`src/rtl/sensor_quorum_validator.sv`:
```
// Quorum/persistence event validator with lone-channel fault flags.
// Optional timestamping is enabled by defining SQV_TIMESTAMP_EN.
module sensor_quorum_validator #(
    parameter int N_CH    = 4,
    parameter int QUORUM  = 4,
    parameter int PERSIST = 8,
    parameter int TS_W    = 32
) (
    input  logic              clk,
    input  logic              rst,
    input  logic [N_CH-1:0]   sense,
    input  logic              fault_clr,
    input  logic              evt_ready,
    output logic              evt_valid,
    output logic [TS_W-1:0]   evt_ts,
    output logic [N_CH-1:0]   evt_mask,
    output logic              event_active,
    output logic              evt_overrun,
    output logic [N_CH-1:0]   fault_mask,
    output logic              fault_any,
    output logic [TS_W-1:0]   ts_now
);

    typedef enum logic [1:0] {
        IDLE    = 2'd0,
        QUALIFY = 2'd1,
        ACTIVE  = 2'd2,
        RELEASE = 2'd3
    } state_t;

    localparam int          CW   = $clog2(N_CH + 1);
    localparam logic [7:0]  PMAX = 8'(PERSIST);

    state_t            state_q, state_d;
    logic [7:0]        pc_q, pc_d;
    logic [7:0]        pc_inc;
    logic [N_CH-1:0]   sense_q, sense_d;
    logic [N_CH-1:0]   cap_mask_q, cap_mask_d;
    logic [CW-1:0]     cnt;
    logic              q;
    logic              emit;
    logic [N_CH-1:0]   emit_mask;
    logic              load;
    logic              evt_valid_q, evt_valid_d;
    logic [N_CH-1:0]   evt_mask_q, evt_mask_d;
    logic              overrun_q, overrun_d;
    logic              active_q, active_d;
    logic [7:0]        lone_q [N_CH];
    logic [7:0]        lone_d [N_CH];
    logic [N_CH-1:0]   fault_set;
    logic [N_CH-1:0]   fault_q, fault_d;
    logic              fault_any_q, fault_any_d;

    assign sense_d = sense;
    assign pc_inc  = pc_q + 8'd1;

    // Count asserted channels in the registered sample.
    always_comb begin
        cnt = '0;
        for (int i = 0; i < N_CH; i++) begin
            cnt = cnt + CW'(sense_q[i]);
        end
    end

    assign q = (int'(cnt) >= QUORUM);

    // Next state, shared persistence counter and window mask.
    always_comb begin
        state_d    = state_q;
        pc_d       = pc_q;
        cap_mask_d = cap_mask_q;
        emit       = 1'b0;
        emit_mask  = '0;
        unique case (state_q)
            IDLE: begin
                if (q) begin
                    pc_d       = 8'd1;
                    cap_mask_d = sense_q;
                    if (PMAX == 8'd1) begin
                        state_d   = ACTIVE;
                        emit      = 1'b1;
                        emit_mask = sense_q;
                    end else begin
                        state_d = QUALIFY;
                    end
                end
            end
            QUALIFY: begin
                if (q) begin
                    pc_d       = pc_inc;
                    cap_mask_d = cap_mask_q | sense_q;
                    if (pc_inc == PMAX) begin
                        state_d   = ACTIVE;
                        emit      = 1'b1;
                        emit_mask = cap_mask_q | sense_q;
                    end
                end else begin
                    state_d    = IDLE;
                    pc_d       = '0;
                    cap_mask_d = '0;
                end
            end
            ACTIVE: begin
                if (!q) begin
                    pc_d    = 8'd1;
                    state_d = (PMAX == 8'd1) ? IDLE : RELEASE;
                end
            end
            RELEASE: begin
                if (q) begin
                    state_d = ACTIVE;
                end else begin
                    pc_d = pc_inc;
                    if (pc_inc == PMAX) begin
                        state_d = IDLE;
                    end
                end
            end
            default: state_d = IDLE;
        endcase
    end

    // Record slot: load when free or being drained, otherwise drop.
    always_comb begin
        load        = emit && (!evt_valid_q || evt_ready);
        evt_valid_d = evt_valid_q;
        evt_mask_d  = evt_mask_q;
        overrun_d   = overrun_q;
        if (load) begin
            evt_valid_d = 1'b1;
            evt_mask_d  = emit_mask;
        end else if (evt_valid_q && evt_ready) begin
            evt_valid_d = 1'b0;
        end
        if (fault_clr) begin
            overrun_d = 1'b0;
        end
        if (emit && !load) begin
            overrun_d = 1'b1;
        end
        active_d = (state_d == ACTIVE) || (state_d == RELEASE);
    end

    // Per-channel lone counters and sticky fault flags.
    always_comb begin
        for (int i = 0; i < N_CH; i++) begin
            if ((state_q == IDLE) && !q && sense_q[i]) begin
                lone_d[i] = (lone_q[i] == PMAX) ? PMAX : lone_q[i] + 8'd1;
            end else begin
                lone_d[i] = '0;
            end
            fault_set[i] = (lone_d[i] == PMAX) && (lone_q[i] != PMAX);
        end
        fault_d     = fault_clr ? '0 : fault_q;
        fault_d     = fault_d | fault_set;
        fault_any_d = |fault_d;
    end

    // Control and status registers.
    always_ff @(posedge clk or posedge rst) begin
        if (rst) begin
            state_q     <= IDLE;
            pc_q        <= '0;
            sense_q     <= '0;
            cap_mask_q  <= '0;
            evt_valid_q <= 1'b0;
            evt_mask_q  <= '0;
            overrun_q   <= 1'b0;
            active_q    <= 1'b0;
            fault_q     <= '0;
            fault_any_q <= 1'b0;
            for (int i = 0; i < N_CH; i++) begin
                lone_q[i] <= '0;
            end
        end else begin
            state_q     <= state_d;
            pc_q        <= pc_d;
            sense_q     <= sense_d;
            cap_mask_q  <= cap_mask_d;
            evt_valid_q <= evt_valid_d;
            evt_mask_q  <= evt_mask_d;
            overrun_q   <= overrun_d;
            active_q    <= active_d;
            fault_q     <= fault_d;
            fault_any_q <= fault_any_d;
            for (int i = 0; i < N_CH; i++) begin
                lone_q[i] <= lone_d[i];
            end
        end
    end

`ifdef SQV_TIMESTAMP_EN
    logic [TS_W-1:0] ts_q, ts_d;
    logic [TS_W-1:0] cap_ts_q, cap_ts_d;
    logic [TS_W-1:0] evt_ts_q, evt_ts_d;
    logic            cap_take;
    logic [TS_W-1:0] emit_ts;

    assign cap_take = (state_q == IDLE) && q;

    // Free-running time base and onset capture.
    always_comb begin
        ts_d     = ts_q + TS_W'(1);
        emit_ts  = cap_take ? ts_q : cap_ts_q;
        cap_ts_d = emit_ts;
        evt_ts_d = load ? emit_ts : evt_ts_q;
    end

    // Timestamp registers.
    always_ff @(posedge clk or posedge rst) begin
        if (rst) begin
            ts_q     <= '0;
            cap_ts_q <= '0;
            evt_ts_q <= '0;
        end else begin
            ts_q     <= ts_d;
            cap_ts_q <= cap_ts_d;
            evt_ts_q <= evt_ts_d;
        end
    end

    assign ts_now = ts_q;
    assign evt_ts = evt_ts_q;
`else
    assign ts_now = '0;
    assign evt_ts = '0;
`endif

    assign evt_valid    = evt_valid_q;
    assign evt_mask     = evt_mask_q;
    assign event_active = active_q;
    assign evt_overrun  = overrun_q;
    assign fault_mask   = fault_q;
    assign fault_any    = fault_any_q;

endmodule

```
`config.mk`:
```
export PLATFORM = sky130hd
export DESIGN_NAME = sensor_quorum_validator
export DESIGN_NICKNAME = d
export VERILOG_FILES = /design/src/rtl/sensor_quorum_validator.sv
export SDC_FILE = /design/constraint.sdc
export NUM_CORES = 1
export LEC_CHECK = 0
export BUFFER_PORTS_ARGS = -buffer_cell sky130_fd_sc_hd__buf_2
export CAP_MARGIN = 25
export CORE_MARGIN = 2
export CORE_UTILIZATION = 55
export CTS_CLUSTER_SIZE = 8
export DETAILED_ROUTE_END_ITERATION = 10
export PLACE_DENSITY = 0.81
export SYNTH_ARGS = -nofsm -noshare
export SYNTH_HDL_FRONTEND = slang
export SYNTH_SLANG_ARGS = --single-unit
```
`constraint.sdc`:
```
create_clock -name clk -period 2.72 [get_ports clk]
set_clock_uncertainty 0.05 [all_clocks]
set_input_delay 0.408 -clock clk [delete_from_list [all_inputs] [get_ports clk]]
set_output_delay 0.408 -clock clk [all_outputs]
set_load 0.005 [all_outputs]
```
**After elaboration in Yosys (flattened, before gate mapping)**

Cells that the tools add are included.

- Register bits after elaboration: 62
- Latch bits: 0
- Memory bits (writable): 0
- ROM bits: 0
- Output and inout port bits: 76
- Word-level logic and storage cells: 104
- Memories: 0

- $add $sub $neg: 8
- Multipliers: 0
- Divide/modulo/power cells: 0
- $lt $le $gt $ge: 1
- Equal/unequal tests: 21
- Shifts and indexed selects: 0
- Mux-type cells: 34
- Bitwise gates (word level): 2
- Reduce and logical (&&, ||, !) cells: 24

Operator list:

| cell | count |
|---|---|
| 8-bit 2-to-1 mux | 12 |
| 8-bit by 4-bit == test with 1-bit output, second input constant | 9 |
| 8-bit by 1-bit adder with 8-bit output, second input constant | 5 |
| 8-bit by 4-bit inequality test with 1-bit output, second input constant | 4 |
| 8-bit case mux with 4 select lines | 1 |
| 4-bit 2-to-1 mux | 6 |
| 1-bit logical AND | 12 |
| 2-bit 2-to-1 mux | 6 |
| 2-bit == test, second input constant | 4 |
| 4-bit bitwise OR | 2 |
| 2-bit case mux with 4 select lines | 1 |
| 4-bit case mux with 2 select lines | 1 |
| 1-bit 2-to-1 mux | 7 |
| 2-bit inequality test, second input constant | 3 |
| 2-bit nonzero test | 3 |
| 4-bit OR reduction | 1 |
| 2-bit by 1-bit adder with 3-bit output | 1 |
| 3-bit by 1-bit adder with 3-bit output | 1 |
| 3-bit greater-or-equal comparator, second input constant | 1 |
| 1-bit zero test | 3 |
| 3-bit AND reduction | 1 |
| 1-bit by 1-bit adder with 2-bit output | 1 |
| 2-bit by 1-bit == test with 1-bit output, second input constant | 1 |
| 2-bit zero test | 1 |
| other kinds (2) | 3 |

**Logic depth before layout (Yosys ltp)**

- Word-level depth: 12
- Depth in mapped cells: 7
- Gate-level depth less buffers: 7

**Worst setup path before layout**

No wires, ideal clock.

- Kind: register to register
- Start point: register sense_q[0]
- End point: register fault_any_q, in the netlist fault_any
- Library setup time: 139 ps
- Arrival time: 2318 ps
- Data required time: 2531 ps
- Path slack: 213 ps
- Cell stages (with the launch flop): 8
- Path buffers: 0
- Period minus slack after synthesis: 2507 ps
- Cells stage by stage: dfrtp_1 inv_1 fa_1 nor3b_2 nor3_2 o311a_1 a41o_1 or4_1

- Longest elaborated chain between the ends: 12

RTL lines:

| element | RTL line | text |
|---|---|---|
| start, declared | 37 | `logic [N_CH-1:0] sense_q, sense_d;` |
| start signal, assigned | 178 | `sense_q <= sense_d;` |
| 1-bit by 1-bit adder with 2-bit output | 61 | `cnt = cnt + CW'(sense_q[i]);` |
| 2-bit by 1-bit adder with 3-bit output | 61 |  |
| 3-bit by 1-bit adder with 3-bit output | 61 |  |
| 3-bit greater-or-equal comparator | 65 | `assign q = (int'(cnt) >= QUORUM);` |
| 1-bit zero test | 147 | `if ((state_q == IDLE) && !q && sense_q[i]) begin` |
| 1-bit logical AND (2 in a row) | 147 |  |
| 8-bit 2-to-1 mux | 147 |  |
| 8-bit by 4-bit == test with 1-bit output | 152 | `fault_set[i] = (lone_d[i] == PMAX) && (lone_q[i] != PMAX);` |
| 1-bit logical AND | 152 |  |
| 4-bit bitwise OR | 155 | `fault_d = fault_d \| fault_set;` |
| named net fault_d[3] | 51 | `logic [N_CH-1:0] fault_q, fault_d;` |
| 4-bit OR reduction | 156 | `fault_any_d = \|fault_d;` |
| named net fault_any_d | 52 | `logic fault_any_q, fault_any_d;` |
| end signal, assigned | 185 | `fault_any_q <= fault_any_d;` |
| end, declared | 52 |  |

The timed path passes the listed nets, and every way through them passes these cells.
A chain may end at the register's enable or synchronous reset.

**Worst setup path after layout**

Same ends and word-level chain as after synthesis.

==> results.yml <==
sta:
  finalSetupViolations: 0
  tns_ns: 0
  min_period_ns: 2.475
  max_slew_margin_pct: 58.91
  max_freq_ghz: 0.4041
  worst_slew_pin_slew_ns: 0.6120
  slew_violations: 0
  hold_viol: 0
  rsz0062_at_grt: "false"
  min_period_over_period_pct: 90.98
worst_setup_path:
  r2r_cells: 7
  crit_chain: "inv_1 > fa_1 > nor3b_2 > nor3_4 > nand3_1 > o41ai_1 > or4_1"
  crit_fanout: 9
  crit_path_end_kind: "flop"
  crit_type: "flop to flop"
  r2r_setup_slack_ns: 0.25
  cp_top_family: "simple AND/OR/NAND/NOR gates"
  slowest_delay_ns: 0.60
  cp_slowest_cell: "fa_1"
  regToRegEndpoint: "fault_any$_DFF_PP0_"
  cp.arrival_ns: 2.69
  start_kind: "flop"
  required_ns: 2.94
  path_buf_inv: 1
  worstReg2RegStart: "sense_q[0]$_DFF_PP0_"
placed_design:
  io_buffer_count: 19
  place_congestion: 0.8407
  dp_hpwl_um: 4803
finish:
  nets: 443
  final_common_cell: "conb_1"
  syn2layout_area_growth_pct: 2.877
  final_cell_mix: "64 x conb_1, 60 x dfrtp_1, 46 x nor2_1"
  drive_gt1_share_pct: 12.41
  nFillCells: 548
  antenna_cells: 0
clock_network:
  ctsResizeCount: 0
  clkSinkCount: 60
  ctsHtreeMaxLevel: 3
  cts_buffers: 9
  cts_setup_buffers: 0
  clk_pin_slew_worst_paths_ns: 0.07
  cts_tree: "built"
  insertion_delay_ns: 0.34
  ctsLongestPathBuffers: 2
  cts_hold_buf: 0
  cts_root_buf: "clkbuf_8"
routing:
  dr.first_iter.drc_count: 188
  vias_per_cell: 5.248
  drc_errors: 0
  wire_per_inst_um: 13.27
  vias: 2645
  drt_first_pass_iters: 4
  wl_um: 6689
  antenna_left: 0
synth:
  ys_warn_count: 0
  syn_inst: 401
  synth_edf_count: 0
  ys_ff_latch: 60
  syn_avg_cell_area_um2: 9.220
  yosysUniqueCellTypes: 56
  synthArstFlopShare_pct: 100.0
  synth_top_flop_cell: "dfrtp_1"
  synth.yosys.seq_area_share_pct: 40.61
  syn_area_um2: 3697
worst_hold_path:
  hp-class: "input port to asynchronous set/reset pin"
power:
  p_per_area_nw_per_um2: 489.3
  p_total_mw: 1.861
  ir_drop_mv: 0.3899
  p_leak_nw: 1.861
floorplan:
  die_y_um: 85.99
  fp.dieW_um: 85.99
  core_um2: 6422
  rows: 29
  ios: 84
  dieArea_um2: 7394
  start_util_pct: 57.57
flow_run:
  maxCapViolations: 0
global_route:
  grt_usage_pct: 19.54
  grt_max_degree: 25
  gr-total-overflow: 0
  grt_first_pass_wirelength_um: 11210
  antenna_found_initial: 0
  grt_pass1_vias: 2492
outcome:
  status: "finished, final reports clean"
## worst max-delay path by stage
| stage | cells after the start | slack, ns | startpoint | to |
|---|---|---|---|---|
| 2_1_floorplan | 7 | 0.21 | sense_q[0]$_DFF_PP0_ | fault_any$_DFF_PP0_ |
| 3_3_place_gp | 7 | 0.33 | sense_q[0]$_DFF_PP0_ | fault_any$_DFF_PP0_ |
| 3_5_place_dp | 7 | 0.15 | sense_q[0]$_DFF_PP0_ | fault_any$_DFF_PP0_ |
| 4_1_cts | 7 | 0.13 | sense_q[0]$_DFF_PP0_ | fault_any$_DFF_PP0_ |
| 5_1_grt | 7 | 0.1 | sense_q[3]$_DFF_PP0_ | fault_any$_DFF_PP0_ |
| 6_report | 7 | 0.25 | sense_q[0]$_DFF_PP0_ | fault_any$_DFF_PP0_ |
## routing by layer
layer / global-route usage (%) / part of all wire [%]
met1: 23.91 / 45
met3: 7.988 / 6.1
met4: 5.772 / 1.3
met2: 31.71 / 48
met5: 0 / 0
## Yosys cell counts (2+ instances only)
cell type / number / area share [%]
a211oi_1: 2 / 0.41
a21o_1: 2 / 0.41
a21oi_1: 7 / 0.95
a22oi_1: 3 / 0.61
a311oi_1: 2 / 0.47
a31o_2: 3 / 0.71
a31oi_1: 11 / 1.9
a41o_1: 2 / 0.54
and2_1: 2 / 0.34
and3_1: 12 / 2.0
and3b_1: 3 / 0.71
buf_4: 64 / 13
clkbuf_1: 10 / 1.0
dfrtp_1: 60 / 41
ha_1: 10 / 3.4
inv_1: 19 / 1.9
nand2_1: 23 / 2.3
nand2b_1: 3 / 0.51
nand3_1: 17 / 2.3
nand4_1: 5 / 0.85
nand4b_1: 2 / 0.47
nor2_1: 46 / 4.7
nor2b_1: 5 / 0.85
nor3_1: 6 / 0.81
o21ai_0: 11 / 1.5
o22ai_1: 2 / 0.34
o311a_1: 2 / 0.54
o311ai_0: 2 / 0.47
o31ai_1: 3 / 0.61
o41ai_1: 2 / 0.47
or2_2: 3 / 0.51
or4_1: 2 / 0.41
xnor2_1: 20 / 4.7
xor2_1: 13 / 3.1
## power breakdown
group	switching, mW	internal (mW)	total, mW
clock	0.323	0.344	0.667
combinational	0.135	0.0716	0.207
sequential	0.0559	0.931	0.987
total	0.514	1.35	1.86
## area by class of cell
cell class | count | area [µm²] | area share, %
Clock inverter | 2 | 12.51 | 0.3289
Multi-Input combinational cell | 308 | 1829 | 48.09
Sequential cell | 60 | 1501 | 39.47
Clock buffer | 12 | 145.1 | 3.816
Timing Repair Buffer | 26 | 147.6 | 3.882
Inverter | 19 | 71.32 | 1.875
Tap cell | 77 | 96.34 | 2.533
## flip-flops by register name (all words and copies together) (netlist names)
signal / flops
evt_valid: 1
event_active: 1
fault_any: 1
sense_q: 4
pc_q: 8
evt_mask: 4
cap_mask_q: 3
evt_overrun: 1
fault_mask: 4
state_q: 1
lone_q: 32
## metrics by stage
stage,cells,instance area (µm²),setup WS [ns],hold slack [ns],utilization [%]
after floorplan,464,3934,0.2131,0.3894,-
after global placement,490,3640,0.3296,0.3865,56.67
after detailed placement,490,3640,0.1470,0.4013,56.67
after CTS,504,3797,0.1344,0.03778,59.13
after global routing,504,3804,0.09931,0.05166,59.22
final,504,3804,0.2454,0.02542,59.22
## cell families (layout without fill, tap and decap cells)
logic type | after synthesis | after routing | synth area share (%)
flops | 60 | 60 | 40.61
xor+xnor | 33 | 33 | 7.817
fa+ha+maj | 11 | 11 | 3.926
buf+inv | 96 | 59 | 16.48
compound gates | 60 | 60 | 11.27
other cells | 1 | 64 | 0.1014
simple gates | 140 | 140 | 19.80
No activity file was read; power rests on OpenSTA's default activity.
